[src/rtl/program_loader.sv]
// program_loader: receives a length-prefixed little-endian byte stream, assembles 32-bit words
// and writes them to program memory while holding the CPU in reset until the load completes.
// Optional feature: define LOADER_CHECKSUM_EN to require a trailing mod-256 checksum byte
// after the payload; without it the last write (or an empty load) goes straight to DONE.
module program_loader #(
    parameter int unsigned MEMORY_DEPTH = 256,
    parameter logic [31:0] BASE_ADDR    = 32'h0000_0000
) (
    input  logic        clk,
    input  logic        reset,
    input  logic        start_i,
    input  logic [7:0]  byte_i,
    input  logic        byte_valid_i,
    output logic        byte_ready_o,
    output logic        mem_write_o,
    output logic [31:0] mem_addr_o,
    output logic [31:0] mem_data_o,
    output logic        cpu_reset_o,
    output logic        done_o,
    output logic        error_o,
    output logic [15:0] words_loaded_o
);

    typedef enum logic [2:0] {
        StIdle,
        StLenLo,
        StLenHi,
        StData,
        StWrite,
        StCheck,
        StDone,
        StError
    } state_e;

`ifdef LOADER_CHECKSUM_EN
    localparam state_e FinalSt = StCheck;
`else
    localparam state_e FinalSt = StDone;
`endif

    localparam logic [16:0] DepthLim = 17'(MEMORY_DEPTH);

    state_e      state_q, state_d;
    logic [7:0]  len_lo_q, len_lo_d;
    logic [15:0] len_q, len_d;
    logic [1:0]  byte_cnt_q, byte_cnt_d;
    logic [23:0] word_q, word_d;
    logic [15:0] words_q, words_d;
    logic [31:0] addr_q, addr_d;
    logic [31:0] data_q, data_d;
    logic        byte_ready_q, byte_ready_d;
    logic        mem_write_q, mem_write_d;
    logic        cpu_reset_q, cpu_reset_d;
    logic        done_q, done_d;
    logic        error_q, error_d;
`ifdef LOADER_CHECKSUM_EN
    logic [7:0]  sum_q, sum_d;
`endif

    logic        accept;
    logic [15:0] len_rx;
    logic [16:0] words_inc;

    assign accept    = byte_valid_i & byte_ready_q;
    assign len_rx    = {byte_i, len_lo_q};
    assign words_inc = {1'b0, words_q} + 17'd1;

    // Next-state, datapath and registered-output decode; outputs follow the next state so they
    // line up exactly with the state register.
    always_comb begin
        state_d    = state_q;
        len_lo_d   = len_lo_q;
        len_d      = len_q;
        byte_cnt_d = byte_cnt_q;
        word_d     = word_q;
        words_d    = words_q;
        addr_d     = addr_q;
        data_d     = data_q;
`ifdef LOADER_CHECKSUM_EN
        sum_d      = sum_q;
`endif

        case (state_q)
            StIdle, StDone, StError: begin
                if (start_i) begin
                    state_d    = StLenLo;
                    words_d    = 16'd0;
                    byte_cnt_d = 2'd0;
`ifdef LOADER_CHECKSUM_EN
                    sum_d      = 8'd0;
`endif
                end
            end
            StLenLo: begin
                if (accept) begin
                    len_lo_d = byte_i;
                    state_d  = StLenHi;
                end
            end
            StLenHi: begin
                if (accept) begin
                    len_d = len_rx;
                    if (len_rx == 16'd0) begin
                        state_d = FinalSt;
                    end else if ({1'b0, len_rx} > DepthLim) begin
                        state_d = StError;
                    end else begin
                        state_d = StData;
                    end
                end
            end
            StData: begin
                if (accept) begin
`ifdef LOADER_CHECKSUM_EN
                    sum_d = sum_q + byte_i;
`endif
                    // Counter wraps to zero after the fourth byte, ready for the next word.
                    byte_cnt_d = byte_cnt_q + 2'd1;
                    case (byte_cnt_q)
                        2'd0:    word_d[7:0]   = byte_i;
                        2'd1:    word_d[15:8]  = byte_i;
                        2'd2:    word_d[23:16] = byte_i;
                        default: begin
                            data_d  = {byte_i, word_q};
                            addr_d  = BASE_ADDR + {14'd0, words_q, 2'b00};
                            state_d = StWrite;
                        end
                    endcase
                end
            end
            StWrite: begin
                words_d = words_inc[15:0];
                state_d = (words_inc < {1'b0, len_q}) ? StData : FinalSt;
            end
`ifdef LOADER_CHECKSUM_EN
            StCheck: begin
                if (accept) begin
                    state_d = (byte_i == sum_q) ? StDone : StError;
                end
            end
`endif
            default: state_d = StIdle;
        endcase

        byte_ready_d = (state_d == StLenLo) || (state_d == StLenHi) ||
                       (state_d == StData)  || (state_d == StCheck);
        mem_write_d  = (state_d == StWrite);
        cpu_reset_d  = (state_d != StDone);
        done_d       = (state_d == StDone);
        error_d      = (state_d == StError);
    end

    // State and output registers with synchronous reset; reset drops any pending write.
    always_ff @(posedge clk) begin
        if (reset) begin
            state_q      <= StIdle;
            len_lo_q     <= 8'd0;
            len_q        <= 16'd0;
            byte_cnt_q   <= 2'd0;
            word_q       <= 24'd0;
            words_q      <= 16'd0;
            addr_q       <= 32'd0;
            data_q       <= 32'd0;
            byte_ready_q <= 1'b0;
            mem_write_q  <= 1'b0;
            cpu_reset_q  <= 1'b1;
            done_q       <= 1'b0;
            error_q      <= 1'b0;
`ifdef LOADER_CHECKSUM_EN
            sum_q        <= 8'd0;
`endif
        end else begin
            state_q      <= state_d;
            len_lo_q     <= len_lo_d;
            len_q        <= len_d;
            byte_cnt_q   <= byte_cnt_d;
            word_q       <= word_d;
            words_q      <= words_d;
            addr_q       <= addr_d;
            data_q       <= data_d;
            byte_ready_q <= byte_ready_d;
            mem_write_q  <= mem_write_d;
            cpu_reset_q  <= cpu_reset_d;
            done_q       <= done_d;
            error_q      <= error_d;
`ifdef LOADER_CHECKSUM_EN
            sum_q        <= sum_d;
`endif
        end
    end

    assign byte_ready_o   = byte_ready_q;
    assign mem_write_o    = mem_write_q;
    assign mem_addr_o     = addr_q;
    assign mem_data_o     = data_q;
    assign cpu_reset_o    = cpu_reset_q;
    assign done_o         = done_q;
    assign error_o        = error_q;
    assign words_loaded_o = words_q;

endmodule

[config.mk]
export PLATFORM = sky130hd
export DESIGN_NAME = program_loader
export DESIGN_NICKNAME = d
export VERILOG_FILES = /design/src/rtl/program_loader.sv
export SDC_FILE = /design/constraint.sdc
export NUM_CORES = 1
export LEC_CHECK = 0
export BUFFER_PORTS_ARGS = -buffer_cell sky130_fd_sc_hd__buf_2
export CAP_MARGIN = 20
export CORE_ASPECT_RATIO = 0.8
export CORE_UTILIZATION = 50
export DETAILED_ROUTE_END_ITERATION = 8
export GPL_ROUTABILITY_DRIVEN = 0
export PLACE_DENSITY = 0.77
export SYNTH_ARGS = -nofsm -noshare
export SYNTH_HDL_FRONTEND = slang
export SYNTH_SLANG_ARGS = --single-unit
[constraint.sdc]
create_clock -name clk -period 8.2 [get_ports clk]
set_input_delay 1.64 -clock clk [delete_from_list [all_inputs] [get_ports clk]]
set_output_delay 1.64 -clock clk [all_outputs]
set_load 0.02 [all_outputs]
* Word-level counts from Yosys, hierarchy flattened
Cells that the tools add are included.
Widths: inputs -> output; s select.
** Storage, ports and cells
- Flip-flop bits (word level) :: 122
- Output and inout port bits :: 85
- Logic and storage cells :: 71
** Cells by class
- Eq/ne operators :: 18
- Order comparisons :: 2
- Reductions and logical operators :: 18
- $add $sub $neg :: 2
- Muxes and demuxes :: 14
- Bitwise logic cells :: 2
** Operators with widths (count)
- $pmux 16 s2 :: 1
- $mux 3 :: 8
- $eq 3x3->1 const B :: 7
- $add 16x1->17 const B :: 1
- $lt 17x16->1 :: 1
- $gt 16x9->1 const B :: 1
- $logic_not 16->1 :: 1
- $mux 16 :: 1
- $pmux 3 s5 :: 1
- $reduce_and 3->1 :: 5
- $eq 3x2->1 const B :: 4
- $eq 3x1->1 const B :: 2
- $reduce_and 2->1 :: 3
- $reduce_or 3->1 :: 2
- $mux 2 :: 2
- $ne 2x2->1 const B :: 2
- $pmux 2 s2 :: 1
- $reduce_bool 2->1 :: 2
- $logic_not 3->1 :: 1
- $logic_or 1x1->1 :: 3
- $ne 3x3->1 const B :: 1
- $add 2x1->2 const B :: 1
- $eq 2x1->1 const B :: 1
- $eq 2x2->1 const B :: 1
- 3 further kinds :: 3

* Logic depth before layout (Yosys ltp)
- Word-level depth :: 9
- Gate-level depth with buffers :: 13
- Mapped depth without buffers :: 12

* Least setup slack after synthesis
Ideal clock, no wire load.
- Path kind :: input -> register
- Start point :: input byte_i[7]
- End point :: register done_q, in the netlist done_o
- Setup time :: 117 ps
- Data arrival time :: 3060 ps
- Stages on the path :: 6
- Slack :: 5023 ps
- Cells stage by stage :: or4_1 nor4_1 nor2b_1 a211oi_1 o211a_1 and3b_2
** On the way
- Cells in the longest elaborated chain, start to end :: 6
- Elaborated cells between the ends (all ways) :: 7
- Classes of those cells :: 1 x order compare; 1 x eq/ne; 4 x mux; 1 x reduce/logical
** Ends and longest elaborated chain
- from (decl) :: RTL line 12 : input logic [7:0] byte_i,
- $gt 16x9->1 :: RTL line 105 : end else if ({1'b0, len_rx} > DepthLim) begin
- $mux 3 :: RTL line 105
- $mux 3 (*) :: RTL line 103 : if (len_rx == 16'd0) begin
- $mux 3 (*) :: RTL line 101 : if (accept) begin
- $pmux 3 s5 (*) :: RTL line 83 : case (state_q)
- $eq 3x3->1 (*) :: RTL line 149 : done_d = (state_d == StDone);
- to (signal assigned) :: RTL line 184 : done_q <= done_d;
- to (decl) :: RTL line 54 : logic done_q, done_d;
Mark *: on every way between the ends. The rest lies on a longest branch, timed or not.
A chain may end at the register's enable or synchronous reset.

* Worst setup path after layout
- Start point :: register words_q[0], in the netlist words_loaded_o[0]
- End point :: register error_q, in the netlist error_o
** On the way
- Cells in the longest elaborated chain, start to end :: 5
** Ends and longest elaborated chain
- from (decl) :: RTL line 48 : logic [15:0] words_q, words_d;
- from (signal assigned) :: RTL line 178 : words_q <= words_d;
- $add 16x1->17 :: RTL line 66 : assign words_inc = {1'b0, words_q} + 17'd1;
- $lt 17x16->1 :: RTL line 133 : state_d = (words_inc < {1'b0, len_q}) ? StData : FinalSt;
- $mux 3 :: RTL line 133
- $pmux 3 s5 :: RTL line 83
- $eq 3x3->1 :: RTL line 150 : error_d = (state_d == StError);
- to (signal assigned) :: RTL line 185 : error_q <= error_d;
- to (decl) :: RTL line 55 : logic error_q, error_d;
Every way passes these cells.

==> flow_summary.ini <==
[timing]
slew_violations = 0
fmax_mhz = 306.6
fin_skew_ns = 0.007000
period_needed_ns = 3.261
finalSetupViolations = 0
worst_pin_slew_ns = 1.033
relSlewSlack_pct = 31.14
tns_ns = 0
timing.final.ws_setup_ns = 4.939
final_hold_viol_count = 0
rsz0062_at_grt = false
period_share_pct = 39.77

[synthesis]
yosys_warnings = 0
synth.top_cell.area_share_pct = 45.21
synth_edf_count = 0
ys_seq_area_share_pct = 45.21
synthTopCellsByArea = dfxtp_1 45%, nand2_1 9.9%, a21oi_1 9.3%, ha_1 4.6%, mux2i_1 4.6%
synth_top_area_cell = dfxtp_1
ys.flop_type = dfxtp_1
syn_inst = 665
netlist-cell-type-count = 46
async_flop_share_pct = 0
ys_seq_elements = 122
avgSynthCellArea_um2 = 8.124
netlist_area_um2 = 5403

[detailed_routing]
first_iter_violations = 281
viasPerCell = 5.334
totalWireLength_mm = 12.72
drc = 0
first_pass_iters = 5
drt-wirelength-per-cell_um = 14.54
vias = 4667
postRouteAntennaNets = 0

[power_and_ir_drop]
ir_worst_vdd_uv = 128.1
p_int_uw = 1121
p_sw_uw = 318.3
total_power_uw = 1440
power_frac_comb_pct = 3.9
p_clk_share_pct = 54.3
power.leakage_uw = 0.002583
netSwitchingFraction_pct = 22.11
power_density_nw_per_um2 = 223.7
pwr-share-seq_pct = 41.8

[clock_tree]
cts_hold_buf = 0
htree_levels = 4
cts_buffers = 17
tritoncts = yes
path_clk_slew_ns = 0.06
cts_num_sinks = 122
insertion_delay_ns = 0.41
postCtsSetupBuffers = 0
root_buffer = clkbuf_16
cts-resized-gates = 0
clockBufferDepth = 2

[critical_path]
max_stage_delay_ns = 0.47
crit_top_cell = ha_1
cp.depth = 12
rr_worst_depth = 12
critical_path_class = reg2reg
crit_required_ns = 8.50
critPathLaunchType = flop
arrival_ns = 3.56
crit_chain = ha_1 > nand2_1 > nor4_4 > nand3_1 > xnor2_1 > ha_1 > a21o_1 > a21oi_1 > o21ai_0 > nor3_1 > a211oi_4 > nor4_1
path_buf_inv = 0
crit_path_end_kind = flop
critPathSlowestCell = dfxtp_1
reg2reg_slack_ns = 4.94
crit_family = simple AND/OR/NAND/NOR gates
crit_fanout = 8

[finish]
syn2layout_area_growth_pct = 19.11
fin_cells = 875
antennaDiodeCount = 0
n_fill_cell = 889
layout-drive-gt1-share_pct = 17.28
fin_nets = 754

[floorplan]
io-pin-count = 97
core_um2 = 10360
core.rowCount = 33
initial_core_util_pct = 52.13
die_w_um = 118.2
die_h_um = 94.98
die-area_um2 = 11230

[placement]
hpwl_mm = 8.000
place_ws_ns = 4.427
placed_cells = 841
port_buffers = 80

[hold_path]
hold_class = reg2reg
hold_depth = 2

[grt]
grt_max_degree = 120
grt_pass1_wl_mm = 20.75
grt_pass1_vias = 4292
antenna_found_initial = 0
grt-ovfl-total = 0
grtUsageTotal_pct = 23.55

[run]
drv_cap = 0

[status]
outcome = completed
-- synthesized netlist by cell type (9+ instances only) --
master    count
nand2_1     142
dfxtp_1     122
a21oi_1     100
nor2_1       45
nand3_1      39
clkbuf_1     34
mux2i_1      25
ha_1         20
inv_1        18
buf_4        16
o21ai_0      14
xnor2_1       9
-- area by class of cell --
class / count / area, um2 / area share, %
clock buffers: 18 / 429.2 / 6.669
clock inverters: 14 / 193.9 / 3.014
inverters: 18 / 67.56 / 1.050
multi-input cells: 479 / 2661 / 41.36
flip-flops and latches: 122 / 2442 / 37.95
well taps: 140 / 175.2 / 2.722
repair buffers: 84 / 465.4 / 7.233
-- flip-flops by register name, indices dropped and copies added (netlist names) --
name,count
byte_cnt_q,2
byte_ready_o,1
cpu_reset_o,1
done_o,1
error_o,1
len_lo_q,8
len_q,16
mem_addr_o,16
mem_data_o,32
mem_write_o,1
state_q,3
word_q,24
words_loaded_o,16
-- worst min-delay path, cell delays in order, from the launching register on --
cell,delay (ns)
dfxtp_1,0.30
nand2_1,0.05
a21oi_1,0.05
-- power by group through the flow --
stage | Clock [uW] | Sequential, uW | Combinational (uW)
2_1_floorplan | 0 | 613 | 43.0
3_3_place_gp | 0 | 614 | 51.6
3_5_place_dp | 0 | 614 | 53.0
4_1_cts | 791 | 601 | 53.6
5_1_grt | 822 | 601 | 60.8
6_report | 782 | 601 | 56.2
-- final timing paths --
kind                                        start        endpoint
worst max-delay path            words_loaded_o[0]         error_o
worst min-delay path               mem_addr_o[12]  mem_addr_o[12]
worst max register to register  words_loaded_o[0]         error_o
worst min register to register     mem_addr_o[12]  mem_addr_o[12]
-- cells by family after synthesis --
kind of cell | after synthesis | synth area share [%]
and+or+nand+nor | 272 | 23.00
DFF | 122 | 45.21
adders and majority gates | 20 | 4.632
buffers and inverters | 79 | 6.786
xor gates and xnor gates | 15 | 2.432
muxes | 25 | 4.632
other | 1 | 0.06941
AOI/OAI and AO/OA | 131 | 13.25
-- stage by stage --
stage                     utilization, %  instance area [um2]  hold WS, ns
final                              62.09                 6435       0.4502
after global routing               62.09                 6435       0.4630
after CTS                          61.63                 6387       0.4524
after detailed placement           55.62                 5764       0.4455
after global placement             55.62                 5764       0.4407
after floorplan                        -                 5459       0.4321
-- metal layers --
layer,vias up,wire (um),track usage [%],share of wire [%]
met5,-,0,0,0
met1,2209,5944,30.62,47
met3,20,587,5.374,4.6
li1,2315,-,-,-
met2,123,6001,38.92,47
met4,0,186,7.585,1.5
-- placed cells by master, fill, tap and decap left out, types with 2 or more instances in the layout --
cell type     n
clkinv_2      3
nand3_1      38
clkinvlp_4    2
dfxtp_1     122
nor2b_1       5
buf_2        79
a22oi_1       4
nand4_1       3
and3_1        3
buf_4         3
and2_1        3
o21ai_0      14
ha_1         20
conb_1       16
nor4_1        4
nand3b_1      2
nand2b_1      6
xnor2_1       9
or3_1         6
a21oi_1     100
xor2_1        6
nor2_1       45
clkbuf_16    17
inv_1        18
bufinv_16     4
nor4_4        2
clkinv_4      3
inv_6         2
nor3_1        2
a31oi_1       2
mux2i_1      25
nand2_1     142
a21o_1        2
Note: power is estimated with default switching activity, not from simulation.
